[config.mk]
export PLATFORM = sky130hd
export DESIGN_NAME = seq_divider_flat
export DESIGN_NICKNAME = d
export VERILOG_FILES = /design/src/rtl/seq_divider_if.sv /design/src/rtl/seq_divider.sv /design/src/flat_wrapper.sv
export SDC_FILE = /design/constraint.sdc
export NUM_CORES = 1
export LEC_CHECK = 0
export ABC_AREA = 0
export BUFFER_PORTS_ARGS = -buffer_cell sky130_fd_sc_hd__buf_2
export CAP_MARGIN = 30
export CORE_ASPECT_RATIO = 1.4
export CORE_MARGIN = 2
export CORE_UTILIZATION = 50
export CTS_BUF_LIST = sky130_fd_sc_hd__clkbuf_8
export DETAILED_ROUTE_END_ITERATION = 12
export PLACE_DENSITY_LB_ADDON = 0.15
export SKIP_LAST_GASP = 1
export SLEW_MARGIN = 25
export SYNTH_ARGS = -nofsm -noshare
export SYNTH_HDL_FRONTEND = slang
export SYNTH_SLANG_ARGS = --single-unit
[constraint.sdc]
create_clock -name clk -period 6.2 [get_ports clk]
set_clock_uncertainty 0.15 [all_clocks]
set_input_delay 0.31 -clock clk [delete_from_list [all_inputs] [get_ports clk]]
set_output_delay 0.31 -clock clk [all_outputs]
set_load 0.01 [all_outputs]
[src/rtl/seq_divider_if.sv]
// seq_divider_if
// Handshake and result bundle for the sequential restoring divider.
//   start       : request a division (honoured only while the divider is idle)
//   signed_mode : 1 = two's-complement operands, 0 = unsigned (sampled with start)
//   dividend    : WIDTH-bit dividend (sampled with start)
//   divisor     : WIDTH-bit divisor (sampled with start)
//   busy        : operation in flight
//   done        : one-cycle pulse, result fields valid
//   quotient    : registered quotient
//   remainder   : registered remainder
//   div_by_zero : last accepted operation had a zero divisor
//   overflow    : last accepted operation was signed most-negative / -1
// master = requester side, slave = divider side.
interface seq_divider_if #(
    parameter int WIDTH = 8
);
    logic             start;
    logic             signed_mode;
    logic [WIDTH-1:0] dividend;
    logic [WIDTH-1:0] divisor;
    logic             busy;
    logic             done;
    logic [WIDTH-1:0] quotient;
    logic [WIDTH-1:0] remainder;
    logic             div_by_zero;
    logic             overflow;

    modport master (
        output start, signed_mode, dividend, divisor,
        input  busy, done, quotient, remainder, div_by_zero, overflow
    );

    modport slave (
        input  start, signed_mode, dividend, divisor,
        output busy, done, quotient, remainder, div_by_zero, overflow
    );
endinterface

[src/rtl/seq_divider.sv]
// seq_divider
// Sequential restoring divider, one quotient bit per clock, with optional
// signed (truncate-toward-zero) mode, divide-by-zero and overflow flags.
//   clk   : single clock, rising edge
//   reset : synchronous active-high reset, overrides everything
//   bus   : seq_divider_if.slave (start/operands in, busy/done/results out)
// Normal latency: done is sampled high WIDTH+2 edges after the start edge;
// a zero divisor skips the iteration phase (2 edges).
module seq_divider #(
    parameter int WIDTH     = 8,
    parameter bit SIGNED_EN = 1'b1
) (
    input  logic         clk,
    input  logic         reset,
    seq_divider_if.slave bus
);
    localparam int CW = $clog2(WIDTH + 1);
    localparam logic [WIDTH-1:0] MOST_NEG = {1'b1, {(WIDTH-1){1'b0}}};
    localparam logic [WIDTH-1:0] ALL_ONES = {WIDTH{1'b1}};

    typedef enum logic [1:0] {
        IDLE = 2'd0,
        CALC = 2'd1,
        FIX  = 2'd2,
        DONE = 2'd3
    } state_t;

    state_t           state_r, next_state_s;
    logic [WIDTH:0]   a_r;          // partial remainder, one extra bit for the borrow
    logic [WIDTH-1:0] q_r;          // quotient under construction / raw dividend on /0
    logic [WIDTH-1:0] m_r;          // divisor magnitude
    logic [CW-1:0]    cnt_r;
    logic             q_neg_r, r_neg_r, dbz_pend_r, ov_pend_r;
    logic [WIDTH-1:0] quotient_r, remainder_r;
    logic             dbz_r, ov_r, busy_r, done_r;
    logic             busy_nx_s, done_nx_s;

    // Operand decode at acceptance time.
    logic             eff_signed_s, dvd_neg_s, dvs_neg_s, dvs_zero_s, ov_cond_s;
    logic [WIDTH-1:0] dvd_mag_s, dvs_mag_s;

    assign eff_signed_s = SIGNED_EN & bus.signed_mode;
    assign dvd_neg_s    = eff_signed_s & bus.dividend[WIDTH-1];
    assign dvs_neg_s    = eff_signed_s & bus.divisor[WIDTH-1];
    // Most-negative negates to itself, which is the correct unsigned magnitude.
    assign dvd_mag_s    = dvd_neg_s ? (-bus.dividend) : bus.dividend;
    assign dvs_mag_s    = dvs_neg_s ? (-bus.divisor) : bus.divisor;
    assign dvs_zero_s   = (bus.divisor == {WIDTH{1'b0}});
    assign ov_cond_s    = eff_signed_s & (bus.dividend == MOST_NEG) & (bus.divisor == ALL_ONES);

    // One restoring step: shift {A,Q} left, then try A - M one bit wider so
    // the sign of the difference is the borrow.
    logic [WIDTH+1:0] shift_s, trial_s;
    logic             trial_ok_s;

    assign shift_s    = {a_r, q_r[WIDTH-1]};
    assign trial_s    = shift_s - {2'b00, m_r};
    assign trial_ok_s = ~trial_s[WIDTH+1];

    // Sign fix-up of the final magnitudes.
    logic [WIDTH-1:0] q_fix_s, r_fix_s;

    assign q_fix_s = q_neg_r ? (-q_r) : q_r;
    assign r_fix_s = r_neg_r ? (-a_r[WIDTH-1:0]) : a_r[WIDTH-1:0];

    // State register.
    always_ff @(posedge clk) begin
        if (reset) begin
            state_r <= IDLE;
        end else begin
            state_r <= next_state_s;
        end
    end

    // Next-state logic.
    always_comb begin
        next_state_s = state_r;
        case (state_r)
            IDLE: begin
                if (bus.start) begin
                    next_state_s = dvs_zero_s ? FIX : CALC;
                end else begin
                    next_state_s = IDLE;
                end
            end
            CALC: begin
                if (cnt_r == CW'(1)) begin
                    next_state_s = FIX;
                end else begin
                    next_state_s = CALC;
                end
            end
            FIX:     next_state_s = DONE;
            DONE:    next_state_s = IDLE;
            default: next_state_s = IDLE;
        endcase
    end

    // Output decode from the next state so busy/done can be registered.
    always_comb begin
        busy_nx_s = 1'b0;
        done_nx_s = 1'b0;
        case (next_state_s)
            IDLE: begin
                busy_nx_s = 1'b0;
                done_nx_s = 1'b0;
            end
            CALC, FIX: begin
                busy_nx_s = 1'b1;
                done_nx_s = 1'b0;
            end
            DONE: begin
                busy_nx_s = 1'b0;
                done_nx_s = 1'b1;
            end
            default: begin
                busy_nx_s = 1'b0;
                done_nx_s = 1'b0;
            end
        endcase
    end

    // Datapath, result registers and registered status outputs.
    always_ff @(posedge clk) begin
        if (reset) begin
            a_r         <= {(WIDTH+1){1'b0}};
            q_r         <= {WIDTH{1'b0}};
            m_r         <= {WIDTH{1'b0}};
            cnt_r       <= {CW{1'b0}};
            q_neg_r     <= 1'b0;
            r_neg_r     <= 1'b0;
            dbz_pend_r  <= 1'b0;
            ov_pend_r   <= 1'b0;
            quotient_r  <= {WIDTH{1'b0}};
            remainder_r <= {WIDTH{1'b0}};
            dbz_r       <= 1'b0;
            ov_r        <= 1'b0;
            busy_r      <= 1'b0;
            done_r      <= 1'b0;
        end else begin
            busy_r <= busy_nx_s;
            done_r <= done_nx_s;
            case (state_r)
                IDLE: begin
                    if (bus.start) begin
                        a_r        <= {(WIDTH+1){1'b0}};
                        // On /0 keep the raw dividend: it becomes the remainder as-is.
                        q_r        <= dvs_zero_s ? bus.dividend : dvd_mag_s;
                        m_r        <= dvs_mag_s;
                        cnt_r      <= CW'(WIDTH);
                        q_neg_r    <= dvd_neg_s ^ dvs_neg_s;
                        r_neg_r    <= dvd_neg_s;
                        dbz_pend_r <= dvs_zero_s;
                        ov_pend_r  <= ov_cond_s;
                    end
                end
                CALC: begin
                    cnt_r <= cnt_r - CW'(1);
                    if (trial_ok_s) begin
                        a_r <= trial_s[WIDTH:0];
                        q_r <= {q_r[WIDTH-2:0], 1'b1};
                    end else begin
                        a_r <= shift_s[WIDTH:0];
                        q_r <= {q_r[WIDTH-2:0], 1'b0};
                    end
                end
                FIX: begin
                    if (dbz_pend_r) begin
                        quotient_r  <= ALL_ONES;
                        remainder_r <= q_r;
                    end else begin
                        quotient_r  <= q_fix_s;
                        remainder_r <= r_fix_s;
                    end
                    dbz_r <= dbz_pend_r;
                    ov_r  <= ov_pend_r;
                end
                DONE: begin
                    cnt_r <= cnt_r;
                end
                default: begin
                    cnt_r <= cnt_r;
                end
            endcase
        end
    end

    assign bus.busy        = busy_r;
    assign bus.done        = done_r;
    assign bus.quotient    = quotient_r;
    assign bus.remainder   = remainder_r;
    assign bus.div_by_zero = dbz_r;
    assign bus.overflow    = ov_r;
endmodule

[src/flat_wrapper.sv]
// flat-port wrapper written by rule: the top's interface ports become plain ports
module seq_divider_flat 
#(
    parameter int WIDTH     = 8,
    parameter bit SIGNED_EN = 1'b1
)
  (clk, reset, bus_start, bus_signed_mode, bus_dividend, bus_divisor, bus_busy, bus_done, bus_quotient, bus_remainder, bus_div_by_zero, bus_overflow);
  seq_divider_if #(.WIDTH(WIDTH)) bus_i ();
  input  logic clk;
  input  logic reset;
  input wire logic [$bits(bus_i.start)-1:0] bus_start;
  input wire logic [$bits(bus_i.signed_mode)-1:0] bus_signed_mode;
  input wire logic [$bits(bus_i.dividend)-1:0] bus_dividend;
  input wire logic [$bits(bus_i.divisor)-1:0] bus_divisor;
  output wire logic [$bits(bus_i.busy)-1:0] bus_busy;
  output wire logic [$bits(bus_i.done)-1:0] bus_done;
  output wire logic [$bits(bus_i.quotient)-1:0] bus_quotient;
  output wire logic [$bits(bus_i.remainder)-1:0] bus_remainder;
  output wire logic [$bits(bus_i.div_by_zero)-1:0] bus_div_by_zero;
  output wire logic [$bits(bus_i.overflow)-1:0] bus_overflow;
  assign bus_i.start = bus_start;
  assign bus_i.signed_mode = bus_signed_mode;
  assign bus_i.dividend = bus_dividend;
  assign bus_i.divisor = bus_divisor;
  assign bus_busy = bus_i.busy;
  assign bus_done = bus_i.done;
  assign bus_quotient = bus_i.quotient;
  assign bus_remainder = bus_i.remainder;
  assign bus_div_by_zero = bus_i.div_by_zero;
  assign bus_overflow = bus_i.overflow;
  seq_divider #(.WIDTH(WIDTH), .SIGNED_EN(SIGNED_EN)) u_core (.clk(clk), .reset(reset), .bus(bus_i));
endmodule
======== After elaboration in Yosys (flattened, before gate mapping) ========
Index checks and enable logic that the tools add are counted.
operators by class
  add/subtract/negate cells ............... 6
  eq/ne operators ......................... 10
  muxes and demuxes ....................... 21
  bitwise gates (word level) .............. 5
  reduce and logical (&&, ||, !) cells .... 9
operators with widths
  cell                 count
  $mux 8               8
  $neg 8->8            4
  $mux 9               2
  $pmux 9 s2           1
  $eq 8x8->1 const B   2
  $pmux 8 s2           1
  $sub 10x8->10        1
  $eq 2x2->1 const B   4
  $logic_not 8->1      1
  $pmux 2 s4           1
  $pmux 4 s2           1
  $mux 2               3
  $and 1x1->1          4
  $eq 2x1->1 const B   2
  $eq 4x1->1 const B   1
  $logic_not 2->1      2
  $mux 4               1
  $pmux 1 s2           2
  $reduce_and 2->1     2
  $reduce_or 2->1      2
  $sub 4x1->4 const B  1
  $reduce_or 3->1      1
  $ne 2x2->1 const B   1
  $reduce_bool 2->1    1
  other kinds (2)      2
storage, ports and cells
  bits in registers ....................... 55
  bits of input ports ..................... 20
  logic and storage cells ................. 66

======== Logic depth before layout (Yosys ltp) ========
Gate-level depths: netlist (run 1).
  word-level depth ........................ 7
  depth in mapped cells ................... 10
  depth with buffers taken out ............ 10

======== Worst setup path before layout (run 1) ========
No wires, ideal clock.
  path kind ............................... register to register
  start ................................... register u_core.a_r[0]
  end ..................................... register u_core.a_r[1]
  library setup time ...................... 122 ps
  data arrival time ....................... 2,111 ps
  data required time ...................... 5,928 ps
  setup slack ............................. 3,816 ps
  cell stages (with the launch flop) ...... 9
  period minus slack after synthesis ...... 2,384 ps
  cell sequence ........................... dfxtp_1 -> ha_1 -> nor2b_1 -> o31ai_2 -> a211oi_1 -> or3_1 -> and2_1 -> buf_6 -> a311o_1
between the ends
  longest elaborated chain between the ends .. 3
RTL lines
  item                    RTL line            RTL
  from (decl)             seq_divider.sv:29   logic [WIDTH:0] a_r;
  from (signal assigned)  seq_divider.sv:126  a_r <= {(WIDTH+1){1'b0}};
  from (signal assigned)  seq_divider.sv:146  a_r <= {(WIDTH+1){1'b0}};
  from (signal assigned)  seq_divider.sv:160  a_r <= trial_s[WIDTH:0];
  $sub 10x8->10           seq_divider.sv:57   assign trial_s = shift_s - {2'b00, m_r};
  $mux 9 *                seq_divider.sv:159  if (trial_ok_s) begin
  $pmux 9 s2 *            seq_divider.sv:143  case (state_r)
Mark *: on every way between the ends. The rest lies on a longest branch, timed or not.
A chain may end at the register's enable or synchronous reset.

======== Worst setup path after layout (run 1) ========
Same ends and word-level chain as after synthesis.

==> results of run 1 <==
-- layer usage --
metal | vias up | share of wire | GRT usage | routed length (um)
met4 | 0 | 0.016 | 0.06676 | 113
met1 | 1349 | 0.45 | 0.2759 | 3275
met5 | - | 0 | 0 | 0
met3 | 9 | 0.034 | 0.03170 | 245
met2 | 62 | 0.50 | 0.3640 | 3620
li1 | 1517 | - | - | -
-- final cells by class --
class	instances	share of cell area
Clock buffer	5	0.01952
Clock inverter	3	0.01313
Inverter	21	0.02236
Multi-Input combinational cell	315	0.5453
Sequential cell	55	0.3124
Tap cell	72	0.02556
Timing Repair Buffer	42	0.06177
-- how the worst min path moves through the flow --
| stage | from | end |
|---|---|---|
| finish | bus_divisor[0] | u_core.m_r[0] |
| global route | bus_divisor[0] | u_core.m_r[0] |
| global placement | u_core.bus.div_by_zero | u_core.bus.div_by_zero |
| floorplan | u_core.ov_pend_r | u_core.bus.overflow |
| detailed placement | u_core.bus.remainder[2] | u_core.bus.remainder[2] |
| CTS | bus_divisor[0] | u_core.m_r[0] |
-- cell usage in the layout (no fill, tap or decap), drive strengths merged, types with 3 or more instances in the layout --
| cell | synthesis | final |
|---|---|---|
| inv | 21 | 22 |
| o41ai | 3 | 3 |
| dfxtp | 55 | 55 |
| ha | 15 | 15 |
| xor2 | 12 | 12 |
| a31oi | 3 | 3 |
| clkbuf | 23 | 5 |
| nand2b | 5 | 5 |
| nor3 | 20 | 20 |
| nand4 | 6 | 6 |
| nor4 | 3 | 3 |
| nor2 | 44 | 44 |
| and2 | 3 | 3 |
| xnor2 | 14 | 14 |
| o31ai | 10 | 10 |
| nor2b | 6 | 6 |
| o22ai | 4 | 4 |
| mux2i | 3 | 3 |
| o211ai | 6 | 6 |
| a22oi | 7 | 7 |
| o21ai | 16 | 16 |
| a211oi | 13 | 13 |
| nand3 | 9 | 9 |
| buf | 4 | 42 |
| and3 | 3 | 3 |
| nand2 | 57 | 57 |
| a21oi | 28 | 28 |
-- kinds of logic after synthesis --
group	after synthesis
AO/OA/AOI/OAI	104
XOR/XNOR	26
adder cells (fa/ha/maj)	16
buffers and inverters	48
flip-flops	55
multiplexers	5
AND/OR/NAND/NOR	164
-- worst max-delay path, delay by kind of cell, from the launching register on --
family / cells / cell delay, ns
simple gates: 3 / 0.97
fa+ha+maj: 1 / 0.29
flops: 1 / 0.50
compound gates: 3 / 0.75
-- metrics by stage --
step	hold slack [ns]	worst slack, ns
after floorplan	0.2821	3.816
after detailed placement	0.2944	3.203
after global placement	0.2899	3.322
after CTS	0.1221	3.171
final	0.1321	3.422
after global routing	0.1367	3.174
-- power by group through the flow --
| stage | clock network, uW | registers (uW) | logic [uW] |
|---|---|---|---|
| 2_1_floorplan | 0 | 410 | 247 |
| 3_3_place_gp | 0 | 424 | 281 |
| 3_5_place_dp | 0 | 425 | 286 |
| 4_1_cts | 249 | 417 | 288 |
| 5_1_grt | 262 | 423 | 329 |
| 6_report | 244 | 418 | 289 |
-- state kept, by name, indices dropped and copies added, names as in the netlist, 2 cells and up --
| name | count |
|---|---|
| u_core.state_r | 2 |
| u_core.bus.remainder | 8 |
| u_core.q_r | 8 |
| u_core.cnt_r | 4 |
| u_core.m_r | 8 |
| u_core.a_r | 9 |
| u_core.bus.quotient | 8 |
==> key figures, run 1 <==
STA
  • Slew @ Worst Pin: 0.8681 ns
  • Slew Limit Fails: 0
  • Unrepaired setup endpoints after global routing: false
  • Setup Viol. Count Final: 0
  • Setup_tns: 0 ns
  • Max Fclk: 360.0 MHz
  • Crit path time final: 2.778 ns
  • Final Cycle Share: 0.4480
  • Relative slew slack: 0.4213
  • Hold Vio Cnt, Final: 0

Yosys
  • Largest family of logic cells by synthesized area: simple AND/OR/NAND/NOR gates
  • Yosys warns: 0
  • Top-count cell post-synth: nand2_1
  • Multiplexer area fraction after synthesis: 0.01636
  • Synth unique cells: 49
  • Synth Net Count: 454
  • Area fraction in compound gates after synthesis: 0.2146
  • Top FF cell, synth: dfxtp_1
  • Asr flop ratio synth: 0
  • Mapped Cells: 418
  • Synth Area per Inst: 7.684 um^2
  • Synth area leaders: dfxtp_1, nand2_1, ha_1, nor2_1, a21oi_1
  • Yosys reg bits: 55
  • Synth Area in Adders: 0.06467
  • Synth Area in XOR/XNOR: 0.07090
  • Synth Area in Simple Gates: 0.2318
  • Top cells by count, synth: nand2_1, dfxtp_1, nor2_1
  • Cell Area, Synth: 0.003212 mm^2
  • Yosys top cell area share: 0.3428
  • Synth area leader: dfxtp_1
  • Post-synth EDFFs: 0
  • Register area share after synthesis: 0.3428

Power
  • Peak VDD IR: 0.1321 mV
  • Pwr/cell area: 269.7 mW/mm^2
  • Clock power share: 0.257
  • PnR Total Power: 950.6 uW
  • Flop pwr share: 0.439
  • Leakage: 0.001370 uW
  • Internal power: 618.5 uW
  • Gate power share: 0.304
  • Net Sw Power: 332.1 uW
  • Sw Share: 0.3494

Critical path
  • Reg2reg path depth: 7
  • Reg2reg start: u_core.a_r[0]
  • Worst setup SP type: flop
  • CP Max Fanout: 12
  • R2R setup slack: 3.42 ns
  • RR Endpoint: u_core.a_r[1]
  • Crit-path slowest cell: dfxtp_1
  • Worst Setup SP: u_core.a_r[0]
  • Class of the most critical setup path: reg -> reg
  • Worst path arrival time: 2.83 ns
  • Critical path cell sequence: ha_1 -> nor2b_1 -> o31ai_2 -> a211oi_1 -> or3_1 -> and2_1 -> a311o_1
  • CP endpoint kind: flop
  • Crit path required time: 6.25 ns
  • Slowest Stage Delay on Critical Path: 0.50 ns
  • Worst setup endpoint: u_core.a_r[1]

Finish
  • Multi-input combinational cell area: 0.001922 mm^2
  • Final instance area: 0.003525 mm^2
  • Sequential cell area: 0.001101 mm^2
  • Final core occ: 0.5675
  • Nets: 476
  • Antenna Cells: 0
  • Share of cells above drive strength 1: 0.1224
  • Area growth from synthesis to final layout: 9.739%
  • Final Non-Filler Cells: 513
  • Layout filler cell count: 605

CTS
  • Post-CTS sizing: 0
  • Setup Buffers After CTS: 0
  • Clk pin slew, worst setup/hold paths: 0.11 ns
  • H-tree levels: 2
  • Root buffer cell: clkbuf_8
  • Clock Sinks: 55
  • Total CTS buffers: 5
  • Clock buffer depth: 2
  • Worst-Skew Late Latency: 0.31 ns
  • CTS tree: built
  • Hold Buf Count CTS: 0

Routing
  • Drt initial violations: 241
  • Detailed-route wire length: 7255 um
  • DRC errors left: 0
  • DRT Pass-1 Iters: 4
  • Antenna-violating nets left: 0
  • Vias: 2937
  • WL/cell: 14.14 um
  • Drt via density: 5.725

Die
  • Num ports: 40
  • Num rows: 34
  • Die H: 98.83 um
  • Effective utilization at floorplan: 0.5171
  • Chip Width: 71.74 um
  • Die area: 0.007090 mm^2
  • Core box area: 0.006211 mm^2

Place
  • DP Area: 0.003402 mm^2
  • Dpl cells: 504
  • GP Congestion: 0.8137
  • Post-DP HPWL: 5460 um
  • Port buffer count: 39

GRT
  • Total GRT Usage: 0.2137
  • Initial antenna violation count: 0
  • Largest net degree at the start of global routing: 51
  • Grt total ovfl: 0
  • Number of global-route vias before repair: 2673
  • First-pass GRT wire length: 12310 um

Job
  • Max-Cap Viols: 0

Worst hold path
  • Hold Crit Depth: 3
  • Hold crit path type: in -> reg

Run status
  • Run status: complete, no violations
No activity file was read; power rests on OpenSTA's default activity.
==> run 2: changes to the inputs <==
clock period = 2.23 ns   (was 6.2 ns; I/O delays follow)
==> key figures, run 2 (synthesis gave the netlist of run 1 again) <==
Run status
  • Run status: complete, no violations

GRT
  • Total GRT Usage: 0.2357 (+0.02197)
  • Initial antenna violation count: 0 (unchanged)
  • Grt total ovfl: 0 (unchanged)
  • First-pass GRT wire length: 13500 um (+9.7%)
  • Largest net degree at the start of global routing: 35 (-31%)
  • Number of global-route vias before repair: 2969 (+11%)

Finish
  • Biggest register: u_core.a_r
  • Area growth from synthesis to final layout: 22.98%
  • Commonest non-fill, non-tap cells in the layout: nand2_1, dfxtp_1, nor2_1
  • Nets: 515 (+8.2%)
  • Antenna Cells: 0 (unchanged)
  • Commonest non-fill, non-tap cell in the layout: nand2_1
  • Share of cells above drive strength 1: 0.2208 (+0.09838)
  • Max FFs per register: 9 (unchanged)

STA
  • Final setup margin: 0.02780 ns (-3.395 ns)
  • Setup Viol. Count Final: 0 (unchanged)
  • Worst hold margin: 0.009586 ns (-0.1225 ns)
  • Unrepaired setup endpoints after global routing: true
  • Slew Limit Fails: 0 (unchanged)
  • Hold Vio Cnt, Final: 0 (unchanged)
  • Final Cycle Share: 0.9875 (+0.5395)
  • Relative slew slack: 0.5049 (+0.08367)
  • Crit path time final: 2.202 ns (-0.5754 ns)
  • Max Fclk: 454.1 MHz (+26%)
  • Slew @ Worst Pin: 0.7426 ns (-0.1255 ns)

Routing
  • Drt via density: 5.645 (-1.4%)
  • Detailed-route wire length: 8227 um (+13%)
  • WL met3: 296 um (+21%)
  • WL/cell: 14.90 um (+5.4%)
  • Met2 Routed Length: 4083 um (+13%)
  • Vias: 3116 (+6.1%)
  • Antenna-violating nets left: 0 (unchanged)
  • DRT Pass-1 Iters: 5 (+1)
  • DRC errors left: 0 (unchanged)
  • Met1 wire length: 3706 um (+13%)
  • Drt initial violations: 259 (+7.5%)
  • DR top layer: met4

Power
  • Pwr/cell area: 739.3 mW/mm^2 (+170%)
  • Sw Share: 0.3581 (+0.008739)
  • Leakage: 0.001585 uW (+16%)
  • Internal power: 1875 uW (+200%)
  • Gate power share: 0.413 (+0.109)
  • Clock power share: 0.196 (-0.061)
  • Peak VDD IR: 0.4384 mV (+230%)
  • Net Sw Power: 1046 uW (+210%)
  • Flop pwr share: 0.390 (-0.049)
  • PnR Total Power: 2920 uW (+210%)

Die
  • Num rows: 34 (unchanged)
  • Die area: 0.007090 mm^2 (unchanged)
  • Num ports: 40 (unchanged)
  • Chip Width: 71.74 um (unchanged)
  • Effective utilization at floorplan: 0.5171 (unchanged)
  • Core box area: 0.006211 mm^2 (unchanged)
  • Die H: 98.83 um (unchanged)

Critical path
  • Reg2reg path depth: 9 (+2)
  • Reg2reg start: u_core.m_r[1]
  • Worst setup SP type: flop
  • Buf/Inv on CP: 2 (+2)
  • Critical path cell sequence: inv_2 -> ha_4 -> nor2b_4 -> o31ai_4 -> a211oi_2 -> or3_4 -> buf_8 -> and3_1 -> o31ai_1
  • CP endpoint kind: flop
  • Crit path required time: 2.32 ns (-3.93 ns)
  • RR Endpoint: u_core.a_r[0]
  • Delay-heaviest family, CP: simple AND/OR/NAND/NOR gates
  • Slowest Stage Delay on Critical Path: 0.43 ns (-0.07 ns)
  • CP Depth: 9 (+2)
  • R2R setup slack: 0.03 ns (-3.39 ns)
  • Class of the most critical setup path: reg -> reg
  • Worst setup endpoint: u_core.a_r[0]
  • Worst Setup SP: u_core.m_r[1]
  • Crit-path slowest cell: or3_4
  • Worst path arrival time: 2.29 ns (-0.54 ns)
  • CP Max Fanout: 6 (-6)

CTS
  • Total CTS buffers: 5 (unchanged)
  • Root buffer cell: clkbuf_8
  • Clock Sinks: 55 (unchanged)
  • Clk pin slew, worst setup/hold paths: 0.11 ns (about the same)
  • CTS tree: built
  • Worst-Skew Late Latency: 0.31 ns (about the same)
  • H-tree levels: 2 (unchanged)
  • Clock buffer depth: 2 (unchanged)

Place
  • GP Congestion: 0.8785 (+8.0%)
  • Post-DP HPWL: 5989 um (+9.7%)
  • DP Worst Slack: -0.04428 ns (-3.247 ns)
  • Port buffer count: 39 (unchanged)

Job
  • Max-Cap Viols: 0 (unchanged)

Worst hold path
  • Hold crit path type: in -> reg
[run 2: cell count changes in the layout (fill, tap and decap cells not counted), sizes merged]
| cell | before | now |
|---|---|---|
| clkbuf | 5 | 6 |
| bufinv | 1 | 0 |
| dlygate4sd3 | 0 | 8 |
| buf | 42 | 72 |
| clkinvlp | 1 | 0 |
| clkinv | 0 | 2 |
[run 2: timing repair]
action	CTS	global route
endpoints found under the setup margin	5	9
gates resized for setup	5	18
hold buffers	8	0
pin swaps	2	10
gates cloned	0	1
hold endpoints to repair	8	0
buffers inserted	0	4
[run 2: layout make-up]
| cell class | instances | area [um^2] |
|---|---|---|
| Fill cell | 560 | 2261 |
| Inverter | 21 | 78.83 |
| Sequential cell | 55 | 1110 |
| Clock buffer | 5 | 68.82 |
| Multi-Input combinational cell | 315 | 2028 |
| Clock inverter | 3 | 18.77 |
| Timing Repair Buffer | 81 | 555.5 |
| Tap cell | 72 | 90.09 |
[run 2: how the worst min path moves through the flow]
stage,start,to,slack (ns),cells past startpoint
final,bus_dividend[4],u_core.q_r[4],0.01,3
after global routing,bus_dividend[4],u_core.q_r[4],0.03,3
after CTS,reset,u_core.bus.done,0.004,2
after detailed placement,bus_divisor[0],u_core.m_r[0],0.27,3
after global placement,bus_divisor[0],u_core.m_r[0],0.27,3
after floorplan,bus_divisor[0],u_core.m_r[0],0.1,2
[run 2: per-layer routing]
metal / GRT usage / vias to the layer above
li1: - / 1593
met1: 0.3001 / 1417
met2: 0.3981 / 93
met3: 0.03272 / 13
met4: 0.09289 / 0
met5: 0 / -
[run 2: tightest hold or removal path, cell delays in order]
cell and delay (ns):
buf_2 0.13, xor2_1 0.08, o22ai_1 0.11
[run 2: through the flow]
step / util / instances / cell area (um^2) / setup TNS [ns]
2_1_floorplan: - / 418 / 3237 / -0.09677
3_3_place_gp: 0.5844 / 531 / 3630 / -0.001452
3_5_place_dp: 0.5844 / 531 / 3630 / -0.07094
4_1_cts: 0.6140 / 547 / 3814 / 0
5_1_grt: 0.6360 / 552 / 3950 / -0.08229
6_report: 0.6360 / 552 / 3950 / 0
[run 2: power groups by stage]
| stage | logic, uW | registers (uW) | clock network (uW) |
|---|---|---|---|
| global placement | 937 | 1160 | 0 |
| global route | 1320 | 1150 | 627 |
| CTS | 1010 | 1130 | 586 |
| floorplan | 698 | 1140 | 0 |
| finish | 1210 | 1140 | 574 |
| detailed placement | 960 | 1160 | 0 |
